===== config.mk =====
export PLATFORM = sky130hd
export DESIGN_NAME = ps2_scancode_decoder
export DESIGN_NICKNAME = d
export VERILOG_FILES = /design/src/rtl/ps2_scancode_decoder.sv
export SDC_FILE = /design/constraint.sdc
export NUM_CORES = 1
export LEC_CHECK = 0
export ABC_AREA = 1
export CORE_MARGIN = 2
export CORE_UTILIZATION = 40
export DETAILED_ROUTE_END_ITERATION = 6
export SLEW_MARGIN = 20
export SYNTH_ARGS = -nofsm -noshare
export SYNTH_HDL_FRONTEND = slang
export SYNTH_SLANG_ARGS = --single-unit
export TNS_END_PERCENT = 50

===== constraint.sdc =====
create_clock -name clk_i -period 3.5 [get_ports clk_i]
set_clock_uncertainty 0.1 [all_clocks]
set_input_delay 0.7 -clock clk_i [delete_from_list [all_inputs] [get_ports clk_i]]
set_output_delay 0.7 -clock clk_i [all_outputs]
set_load 0.01 [all_outputs]

===== src/rtl/ps2_scancode_decoder.sv =====
// PS/2 Set-2 scan-code decoder: prefix FSM, modifier/lock tracking, and an
// event FIFO for the CPU. Keyboard response bytes go to a polled register.
module ps2_scancode_decoder #(
    parameter int pFifoDepth = 16,
    parameter int pAw        = 4
) (
    input  logic           clk_i,
    input  logic           rst_ni,
    input  logic           sc_valid_i,
    input  logic [7:0]     sc_dat_i,
    input  logic           sc_perr_i,
    input  logic           ev_rd_i,
    output logic [15:0]    ev_dat_o,
    output logic           ev_empty_o,
    output logic [pAw:0]   ev_count_o,
    output logic           irq_o,
    output logic [7:0]     mod_o,
    output logic [7:0]     resp_o,
    output logic           resp_vld_o,
    input  logic           resp_clr_i,
    input  logic           err_clr_i,
    output logic           ovf_o,
    output logic           perr_o
);

    typedef enum logic [2:0] {
        ST_IDLE,
        ST_EXT,
        ST_BRK,
        ST_EXTBRK,
        ST_PAUSE
    } state_t;

    localparam logic [pAw:0] DepthC = (pAw+1)'(pFifoDepth);

    state_t         state_q, state_d;
    logic [2:0]     skip_q, skip_d;
    logic [7:0]     mod_q, mod_d;
    logic           caps_held_q, caps_held_d;
    logic           num_held_q, num_held_d;

    logic           key_vld;
    logic           key_brk;
    logic           key_ext;
    logic [7:0]     key_code;
    logic           is_resp;
    logic           fake_shift;

    logic           ev_vld_p0;
    logic [15:0]    ev_word_p0;

    logic [15:0]    mem [pFifoDepth];
    logic [pAw-1:0] wr_q, rd_q;
    logic [pAw:0]   count_q;
    logic           full;
    logic           pop;
    logic           push_ok;

    logic [7:0]     resp_q;
    logic           resp_vld_q;
    logic           ovf_q;
    logic           perr_q;

    function automatic logic is_resp_byte(input logic [7:0] b);
        return b inside {8'hFA, 8'hAA, 8'hEE, 8'hFE, 8'hFC, 8'h00, 8'hFF};
    endfunction

    // Byte classification: prefix tracking and key-event candidate
    always_comb begin
        state_d  = state_q;
        skip_d   = skip_q;
        key_vld  = 1'b0;
        key_brk  = 1'b0;
        key_ext  = 1'b0;
        key_code = sc_dat_i;
        is_resp  = 1'b0;
        if (sc_valid_i) begin
            if (sc_perr_i) begin
                state_d = ST_IDLE;
            end else begin
                case (state_q)
                    ST_IDLE: begin
                        if (sc_dat_i == 8'hE0) begin
                            state_d = ST_EXT;
                        end else if (sc_dat_i == 8'hF0) begin
                            state_d = ST_BRK;
                        end else if (sc_dat_i == 8'hE1) begin
                            state_d = ST_PAUSE;
                            skip_d  = 3'd7;
                        end else if (is_resp_byte(sc_dat_i)) begin
                            is_resp = 1'b1;
                        end else begin
                            key_vld = 1'b1;
                        end
                    end
                    ST_EXT: begin
                        if (sc_dat_i == 8'hF0) begin
                            state_d = ST_EXTBRK;
                        end else begin
                            key_vld = 1'b1;
                            key_ext = 1'b1;
                            state_d = ST_IDLE;
                        end
                    end
                    ST_BRK: begin
                        key_vld = 1'b1;
                        key_brk = 1'b1;
                        state_d = ST_IDLE;
                    end
                    ST_EXTBRK: begin
                        key_vld = 1'b1;
                        key_brk = 1'b1;
                        key_ext = 1'b1;
                        state_d = ST_IDLE;
                    end
                    ST_PAUSE: begin
                        skip_d = skip_q - 3'd1;
                        if (skip_q <= 3'd1) begin
                            key_vld  = 1'b1;
                            key_code = 8'hE1;
                            state_d  = ST_IDLE;
                        end
                    end
                    default: state_d = ST_IDLE;
                endcase
            end
        end
    end

    // Modifier/lock update; the event word carries the post-update state
    always_comb begin
        mod_d       = mod_q;
        caps_held_d = caps_held_q;
        num_held_d  = num_held_q;
        fake_shift  = 1'b0;
        if (key_vld) begin
            if (key_ext) begin
                case (key_code)
                    8'h12, 8'h59: fake_shift = 1'b1;
                    8'h14:        mod_d[3] = ~key_brk;
                    8'h11:        mod_d[5] = ~key_brk;
                    default:      ;
                endcase
            end else begin
                case (key_code)
                    8'h12: mod_d[0] = ~key_brk;
                    8'h59: mod_d[1] = ~key_brk;
                    8'h14: mod_d[2] = ~key_brk;
                    8'h11: mod_d[4] = ~key_brk;
                    8'h58: begin
                        if (key_brk) begin
                            caps_held_d = 1'b0;
                        end else begin
                            if (!caps_held_q) mod_d[6] = ~mod_q[6];
                            caps_held_d = 1'b1;
                        end
                    end
                    8'h77: begin
                        if (key_brk) begin
                            num_held_d = 1'b0;
                        end else begin
                            if (!num_held_q) mod_d[7] = ~mod_q[7];
                            num_held_d = 1'b1;
                        end
                    end
                    default: ;
                endcase
            end
        end
        ev_vld_p0  = key_vld & ~fake_shift;
        ev_word_p0 = {key_brk, key_ext, mod_d[0] | mod_d[1], mod_d[2] | mod_d[3],
                      mod_d[4] | mod_d[5], mod_d[6], mod_d[7], 1'b0, key_code};
    end

    always_ff @(posedge clk_i or negedge rst_ni) begin
        if (!rst_ni) begin
            state_q     <= ST_IDLE;
            skip_q      <= 3'd0;
            mod_q       <= 8'h00;
            caps_held_q <= 1'b0;
            num_held_q  <= 1'b0;
        end else begin
            state_q     <= state_d;
            skip_q      <= skip_d;
            mod_q       <= mod_d;
            caps_held_q <= caps_held_d;
            num_held_q  <= num_held_d;
        end
    end

    // FIFO: a pop frees the slot a same-cycle push needs when full
    assign full    = (count_q == DepthC);
    assign pop     = ev_rd_i & (count_q != '0);
    assign push_ok = ev_vld_p0 & (~full | pop);

    always_ff @(posedge clk_i) begin
        if (push_ok) mem[wr_q] <= ev_word_p0;
    end

    always_ff @(posedge clk_i or negedge rst_ni) begin
        if (!rst_ni) begin
            wr_q    <= '0;
            rd_q    <= '0;
            count_q <= '0;
        end else begin
            if (push_ok) wr_q <= wr_q + pAw'(1);
            if (pop)     rd_q <= rd_q + pAw'(1);
            case ({push_ok, pop})
                2'b10:   count_q <= count_q + (pAw+1)'(1);
                2'b01:   count_q <= count_q - (pAw+1)'(1);
                default: ;
            endcase
        end
    end

    always_ff @(posedge clk_i or negedge rst_ni) begin
        if (!rst_ni) begin
            resp_q     <= 8'h00;
            resp_vld_q <= 1'b0;
            ovf_q      <= 1'b0;
            perr_q     <= 1'b0;
        end else begin
            if (is_resp) begin
                resp_q     <= sc_dat_i;
                resp_vld_q <= 1'b1;
            end else if (resp_clr_i) begin
                resp_vld_q <= 1'b0;
            end
            if (ev_vld_p0 && full && !pop) ovf_q <= 1'b1;
            else if (err_clr_i)            ovf_q <= 1'b0;
            if (sc_valid_i && sc_perr_i)   perr_q <= 1'b1;
            else if (err_clr_i)            perr_q <= 1'b0;
        end
    end

    assign ev_empty_o = (count_q == '0);
    assign ev_dat_o   = ev_empty_o ? 16'h0000 : mem[rd_q];
    assign ev_count_o = count_q;
    assign irq_o      = ~ev_empty_o;
    assign mod_o      = mod_q;
    assign resp_o     = resp_q;
    assign resp_vld_o = resp_vld_q;
    assign ovf_o      = ovf_q;
    assign perr_o     = perr_q;

endmodule


==> Word level (Yosys, flattened, before mapping) <==
Memories as Yosys holds them, arrays and structs flattened.
Index checks and enable logic that the tools add are counted.
{ "totals": {"in_bits": 15, "mem_count": 1, "ram_bits": 240, "word_cells": 149, "output_inout_bits": 42, "register_bits": 40} }
{ "memory_table": {"columns": ["name", "words", "width", "read_ports", "rd_clocked_by_memory_dff", "write_ports", "line", "text"], "rows": [
  ["mem", 16, 15, 1, 0, 1, "52", "logic [15:0] mem [pFifoDepth];"]
]} }
{ "classes": {"reduce_logical": 20, "n_lt_le_gt_ge": 1, "eq_ne": 27, "addsub": 5, "bitwise": 15, "mux": 68} }
{ "op_table": {"columns": ["cell", "count"], "rows": [
  ["equality test 8 bit, second input constant", 9],
  ["two-way mux 1 bit", 46],
  ["two-way mux 8 bit", 5],
  ["two-way mux 3 bit", 9],
  ["equality test 8 x 5 -> 1 bit, second input constant", 3],
  ["equality test 8 x 7 -> 1 bit, second input constant", 3],
  ["two-way mux 16 bit", 1],
  ["case mux 5 bit (2 select lines)", 1],
  ["nonzero test 2 bit", 5],
  ["case mux 3 bit (3 select lines)", 1],
  ["AND reduction 3 bit", 3],
  ["adder 4 x 1 -> 4 bit, second input constant", 2],
  ["logical NOT 8 bit", 1],
  ["NOT 1 bit", 8],
  ["nonzero test 7 bit", 1],
  ["equality test 3 x 2 -> 1 bit, second input constant", 2],
  ["!= test 2 bit, second input constant", 3],
  ["case mux 3 bit (2 select lines)", 1],
  ["AND reduction 6 bit", 1],
  ["adder 5 x 1 -> 5 bit, second input constant", 1],
  ["equality test 5 bit, second input constant", 1],
  ["logical NOT 5 bit", 1],
  ["!= test 5 bit, second input constant", 1],
  ["nonzero test 5 bit", 1],
  ["other kinds (17)", 26]
]} }

==> Depth between registers and ports, before layout <==
{ "logic_depth": {"ltp_word": 15, "mapped_depth": 21, "mapped_depth_nobuf": 21} }

==> Worst setup path before layout <==
Ideal clock, no wire load.
{ "synth_timing": {"path_type": "input port to flip-flop", "from": "input sc_dat_i[2]", "to": "memory mem[15][0] (netlist name) (enable)", "required_ps": 3014, "path_buffers": 0, "path_stages": 15, "setup_time_ps": 386, "t_arrival_ps": 2621, "setup_slack_ps": 393, "path_cell_list": "inv_1 > nand2_2 > nor2_2 > nand2_2 > nor2_2 > nor3_2 > nand2_4 > inv_2 > nand2_2 > nand2_4 > nor2_8 > inv_4 > nor2_8 > inv_2 > nor2_1"} }
{ "synth_between": {"word_cells_on_any_way": 37, "classes_between": "11 x eq/ne; 20 x mux; 3 x bitwise; 3 x reduce/logical"} }
{ "synth_lines": {"columns": ["item", "line", "text"], "rows": [
  ["from (decl)", "10", "input logic [7:0] sc_dat_i,"],
  ["equality test 8 bit", "97", "if (sc_dat_i == 8'hF0) begin"],
  ["two-way mux 1 bit", "97", null],
  ["case mux 1 bit (2 select lines)", "81", "case (state_q)"],
  ["two-way mux 1 bit", "78", "if (sc_perr_i) begin"],
  ["two-way mux 1 bit", "77", "if (sc_valid_i) begin"],
  ["named net ev_word_p0[14]", "50", "logic [15:0] ev_word_p0;"],
  ["two-way mux 1 bit", "137", "if (key_ext) begin"],
  ["two-way mux 1 bit", "136", "if (key_vld) begin"],
  ["NOT 1 bit", "170", "ev_vld_p0 = key_vld & ~fake_shift;"],
  ["AND 1 bit", "170", null],
  ["AND 1 bit", "194", "assign push_ok = ev_vld_p0 & (~full | pop);"],
  ["two-way mux 1 bit", "197", "if (push_ok) mem[wr_q] <= ev_word_p0;"],
  ["two-way mux 1 bit (not written as such)", "197", null],
  ["to (decl)", "52", null]
]} }
The timed path passes the listed nets, and every way through them passes these cells.

==> Worst setup path in the final report <==
{ "layout_timing": {"from": "register rd_q[0]", "to": "output ev_dat_o[15]"} }
{ "layout_between": {"elab_chain_len": 2} }
{ "layout_lines": {"columns": ["item", "line", "text"], "rows": [
  ["from (decl)", "53", "logic [pAw-1:0] wr_q, rd_q;"],
  ["from (signal assigned)", "207", "if (pop) rd_q <= rd_q + pAw'(1);"],
  ["memory (16 x 15 bit)", null, null],
  ["two-way mux 16 bit", "237", "assign ev_dat_o = ev_empty_o ? 16'h0000 : mem[rd_q];"],
  ["to (decl)", "13", "output logic [15:0] ev_dat_o,"]
]} }
No other way between the ends.

==> flow_summary.ini <==
[timing]
period_minus_slack_ps = 3480
slew_headroom = 0.502
finalHoldViolations = 0
holdWs_ps = 129
slew_violations = 0
fin_crit_sh = 0.993
rsz0062_at_grt = true
fmaxAchievable_ghz = 0.288
tightest_slew_ps = 743
setup_viol = 0

[logic_synthesis]
synthFlopType = edfxtp_1
synth_cell_types = 38
synth-simple-area-share = 0.127
synth-compound-area-share = 0.119
synthArstFlopShare = 0.143
syn_area_per_cell_um2 = 11.8
yosys_register_bits = 280
synthAdderAreaFrac = 0.0113
synthMuxAreaShare = 0
yosys_warnings = 0
synth_top_family_by_area = simple AND/OR/NAND/NOR gates
synth_xor_area_frac = 0.00881
ys_seq_area_frac = 0.696
synth_edf_count = 240
synth_area_um2 = 11800
syn_nets = 1023
synthCells = 998

[cells_and_area]
n_antenna_cell = 0
n_fill_cell = 2531
regArea_um2 = 8210
syn_to_final_growth_pct = 23.5
layout_common_cells = edfxtp_1 (240), nor2_1 (176), o21ai_0 (149)
mostFrequentLayoutCell = edfxtp_1
multi_input_area_um2 = 3190
drive_gt1_frac = 0.175
design_area_um2 = 14600
fin_nets = 1156

[floorplanning]
fp.dieArea_um2 = 30900
core_region_area_um2 = 28900
start_util = 0.409
fp.dieH_um = 176
pin_count = 57
placementRows = 62
die_w_um = 176

[clock_network]
ctsHoldBuffers = 0
clk_pin_slew_ps = 60
clockBufferDepth = 3
cts_tree = yes
numCtsBuffers = 29
clockRootBuffer = clkbuf_16
clock-sinks = 280
insertion_delay_ps = 530
htreeDepth = 1

[routing]
vias = 8211
wl_per_cell_um = 20.1
first_pass_iters = 7
vias_per_cell = 5.35
drtAntennaViolNets = 0
drt-initial-drc-count = 691
drc = 2
finalWirelength_um = 30800

[run_status]
status = finished with violations
violations = design-rule violations

[global_route]
grt_max_degree = 62
grt_pass1_wl_um = 47300
grt_overflow = 0
grtUsageTotal = 0.199
grt_antenna_before_repair = 0
grt_pass1_vias = 8195

[pwr]
p_comb_frac = 0.368
ir_worst_vdd_mv = 0.448
pwr-share-clk = 0.260
p_leak_uw = 0.00551
powerDensity_nw_per_um2 = 749
switchingPower_uw = 3800
pwr-share-seq = 0.372
p_int_uw = 7100
swShare = 0.348

[worst_setup_path]
crit_required_ps = 2700
crit_path_end_kind = output port
crit_type = reg -> out
crit_arrival_ps = 2680
cp_max_fo = 15
rr_worst_depth = 15
reg2reg_from = skip_q[2]
cp-start-kind = flip-flop
rrSetupSlack_ps = 670
reg2reg_to = mem[7][2]

[placement]
place_area_um2 = 13400
dpl.hpwl_um = 18300
portBuffers = 55
gp_congestion = 0.866

[flow_run]
maxCapViolations = 0

[min_path]
holdCritPathClass = in -> async
==> registers in the layout, indices dropped and copies added (netlist names), 3 cells and up <==
signal	flops
skip_q	3
rd_q	4
ev_count_o	5
resp_o	8
mem	240
state_q	3
wr_q	4
mod_o	8
==> synth_stat cells (4+ instances only) <==
master / instances / area, um2
edfxtp_1: 240 / 7210
nor2_1: 186 / 698
o21ai_0: 150 / 751
nand2_1: 74 / 278
inv_1: 54 / 203
clkbuf_1: 45 / 169
dfrtp_1: 40 / 1000
o221ai_1: 40 / 350
nand3_1: 39 / 195
a21oi_1: 23 / 115
o22ai_1: 23 / 144
ha_1: 9 / 113
nand2_2: 9 / 56.3
xor2_1: 9 / 78.8
inv_2: 8 / 30.0
nand4_1: 7 / 43.8
nor2_2: 7 / 43.8
nor3_1: 6 / 30.0
nor2_4: 4 / 45.0
==> kinds of logic after synthesis <==
logic type | count (synthesis)
buffers and inverters | 114
xor gates and xnor gates | 11
AOI/OAI and AO/OA | 241
other | 1
DFF | 280
and+or+nand+nor | 341
adders and majority gates | 10
==> power by group through the flow <==
| stage | Sequential (uW) | Combinational (uW) | Clock, uW |
|---|---|---|---|
| 3_3_place_gp | 4090 | 3600 | 0 |
| 5_1_grt | 4080 | 4390 | 3020 |
| 4_1_cts | 4050 | 3910 | 2880 |
| 2_1_floorplan | 4060 | 2050 | 0 |
| 6_report | 4060 | 4010 | 2830 |
| 3_5_place_dp | 4090 | 3630 | 0 |
==> worst max-delay path: stages (launching register included) <==
cell and delay (ps):
dfrtp_4 540, bufbuf_16 350, o21ai_0 100, o221ai_1 180
nand3_1 90, a21oi_1 200, buf_4 150, clkdlybuf4s50_1 530
==> metal layers <==
layer	GRT usage	routed length [um]	share of wire
met1	0.286	14000	0.45
met2	0.318	14600	0.47
met3	0.0251	1600	0.052
met4	0.0592	680	0.022
met5	0	0	0
==> area by class of cell <==
class                      instances  share of cell area
multi-input combinational        604               0.219
clock buffer                      38              0.0549
inverter                          64              0.0175
sequential                       280               0.564
timing repair buffer             152               0.106
tap                              384              0.0330
clock inverter                    13             0.00507
==> how the worst max path moves through the flow <==
stage	start	end	depth (start not counted)
floorplan	sc_dat_i[2]	mem[15][0]	15
global placement	sc_dat_i[5]	mem[7][1]	18
detailed placement	sc_dat_i[5]	mem[7][9]	12
CTS	rd_q[0]	ev_dat_o[4]	8
global route	rd_q[1]	ev_dat_o[15]	10
finish	rd_q[0]	ev_dat_o[15]	7
==> per-stage QoR <==
step	TNS [ps]	setup slack [ps]	power [uW]	std cells	utilization
6_report	0	22.8	10900	1535	0.504
5_1_grt	-91.8	-91.8	11500	1535	0.504
4_1_cts	-155	-31.9	10800	1531	0.500
3_5_place_dp	-4250	-181	7720	1476	0.464
3_3_place_gp	-791	-56.0	7680	1476	0.464
2_1_floorplan	0	393	6110	998	-
==> timing repair <==
| item | 4_1_cts | 5_1_grt |
|---|---|---|
| endpoints found under the hold margin | 0 | 0 |
| buffers inserted | 0 | 2 |
| pin swaps | 0 | 2 |
| cloned | 4 | 2 |
| gates resized for setup | 16 | 16 |
| setup endpoints to repair | 13 | 12 |
Note: power is estimated with default switching activity, not from simulation.
==> RTL edit, RTL diff (same settings) <==
Re-encode `state_t` (5 states) as one-hot, 5 bits wide.
--- a/src/rtl/ps2_scancode_decoder.sv
+++ b/src/rtl/ps2_scancode_decoder.sv
@@ -23,12 +23,12 @@
     output logic           perr_o
 );
 
-    typedef enum logic [2:0] {
-        ST_IDLE,
-        ST_EXT,
-        ST_BRK,
-        ST_EXTBRK,
-        ST_PAUSE
+    typedef enum logic [4:0] {
+        ST_IDLE   = 5'b00001,
+        ST_EXT    = 5'b00010,
+        ST_BRK    = 5'b00100,
+        ST_EXTBRK = 5'b01000,
+        ST_PAUSE  = 5'b10000
     } state_t;
 
     localparam logic [pAw:0] DepthC = (pAw+1)'(pFifoDepth);
Function: no difference found for any inputs over 4 cycles, from zero or initial values and one cycle with rst_ni low; so few cycles prove little.
==> RTL edit against the original RTL <==
The flow finishes with violations (negative setup slack). Total power rose by 0.98%. Area after synthesis rose by 1.0%. Cell count fell by 0.52%. Setup slack got worse by 45 ps. Cell area rose by 0.18%. Sequential cell count rose by 2. Sequential share of layout area rose by 0.24 points. Wire length fell by 2.8%.
==> RTL edit: results (changes against the original RTL) <==
Slew headroom - 52.6% (+2.4 points)
Final setup viols - 3 (+3)
Clock network area share - 6.32% (+0.32 points)
Total track usage - 19.6% (-0.26 points)
Placed cells - 1475 (-0.068%)
Vias in the first global route - 8219 (+0.29%)
Clock share of power - 27.1% (+1.1 points)
Adder-Cell Fraction of Synth Area - 1.22% (+0.094 points)
Crit-path slowest cell - clkdlybuf4s50_1
Global-route track usage on met2 - 32.3% (+0.50 points)
Async set-or-reset flop fraction in the synthesized netlist - 14.9% (+0.61 points)
Maximum VDD drop - 0.393 mV (-12%)
Dpl hpwl - 18500 µm (+1.0%)
Nonclk buf count - 131 (-14%)
Via density - 5.40 (+0.87%)
Synth top cells by count - edfxtp_1, nor2_1, o21ai_0
Nets@finish - 1143 (-1.1%)
GR Util met1 - 26.8% (-1.8 points)
Multi-Input Combinational - 602 (-0.33%)
Synth Area in Compound Gates - 11.8% (-0.11 points)
Violated checks - negative setup slack
Share of layout cells above drive strength 1 - 15.8% (-1.6 points)
Data buffer area share - 9.60% (-0.97 points)
CP max FO - 30 (+15)
FFs & Latches - 282 (+0.71%)
CLK BUF - 35 (-7.9%)
Drt total wl - 29900 µm (-2.8%)
Status - complete, but fails checks
Area occupied by multi-input gates - 3240 µm² (+1.4%)
Routed wl met2 - 14200 µm (-2.2%)
Clk_lat worst skew - 550 ps (+20 ps)
Sw Share - 35.3% (+0.49 points)
Final worst setup slack - -22.1 ps (-44.9 ps)
Met3 routed WL - 1800 µm (+12%)
First-pass GRT wire length - 46700 µm (-1.2%)
WL per Instance - 19.6 µm (-2.3%)
Layout fillers - 2591 (+2.4%)
Synth area leaders - edfxtp_1, dfrtp_1, o21ai_0, nor2_1, o221ai_1
First-pass DRT Iterations - 5 (-2)
# diodes - 1 (+1)
Reg power frac - 36.3% (-0.9 points)
Leak - 5.40 nW (-1.9%)
M1 wire length - 13100 µm (-5.9%)
Initial detailed-routing violation count - 659 (-4.6%)
Invs w/o clock - 71 (+11%)
Register area share after synthesis - 69.4% (-0.26 points)
Post-Synthesis Cells - 1006 (+0.80%)
[RTL edit: worst paths after layout]
path	startpoint	end	slack, ps	cells after the start
setup / recovery	rd_q[0]	ev_dat_o[10]	-20	7
hold / removal	rst_ni	skip_q[2]	50	1
setup reg to reg	state_q[0]	ev_count_o[4]	630	20
hold reg to reg	resp_o[7]	resp_o[7]	380	2
max in group asynchronous	rst_ni	rd_q[0]	2840	1
min in group clk_i	resp_o[7]	resp_o[7]	380	2
[RTL edit: timing repair]
action	CTS	global route
pin swaps	0	1
resized for setup	17	8
gates cloned	1	0
setup endpoints to repair	14	8
[RTL edit: stage by stage]
stage / TNS, ps / area, µm² / power [mW] / worst slack [ps]
5_1_grt: -606 / 14600 / 11.6 / -175
3_3_place_gp: -4.84 / 13600 / 7.98 / -1.41
3_5_place_dp: -304 / 13600 / 8.02 / -33.5
4_1_cts: -415 / 14600 / 11.1 / -105
2_1_floorplan: 0 / 11900 / 6.27 / 170
6_report: -48.1 / 14600 / 11.0 / -22.1
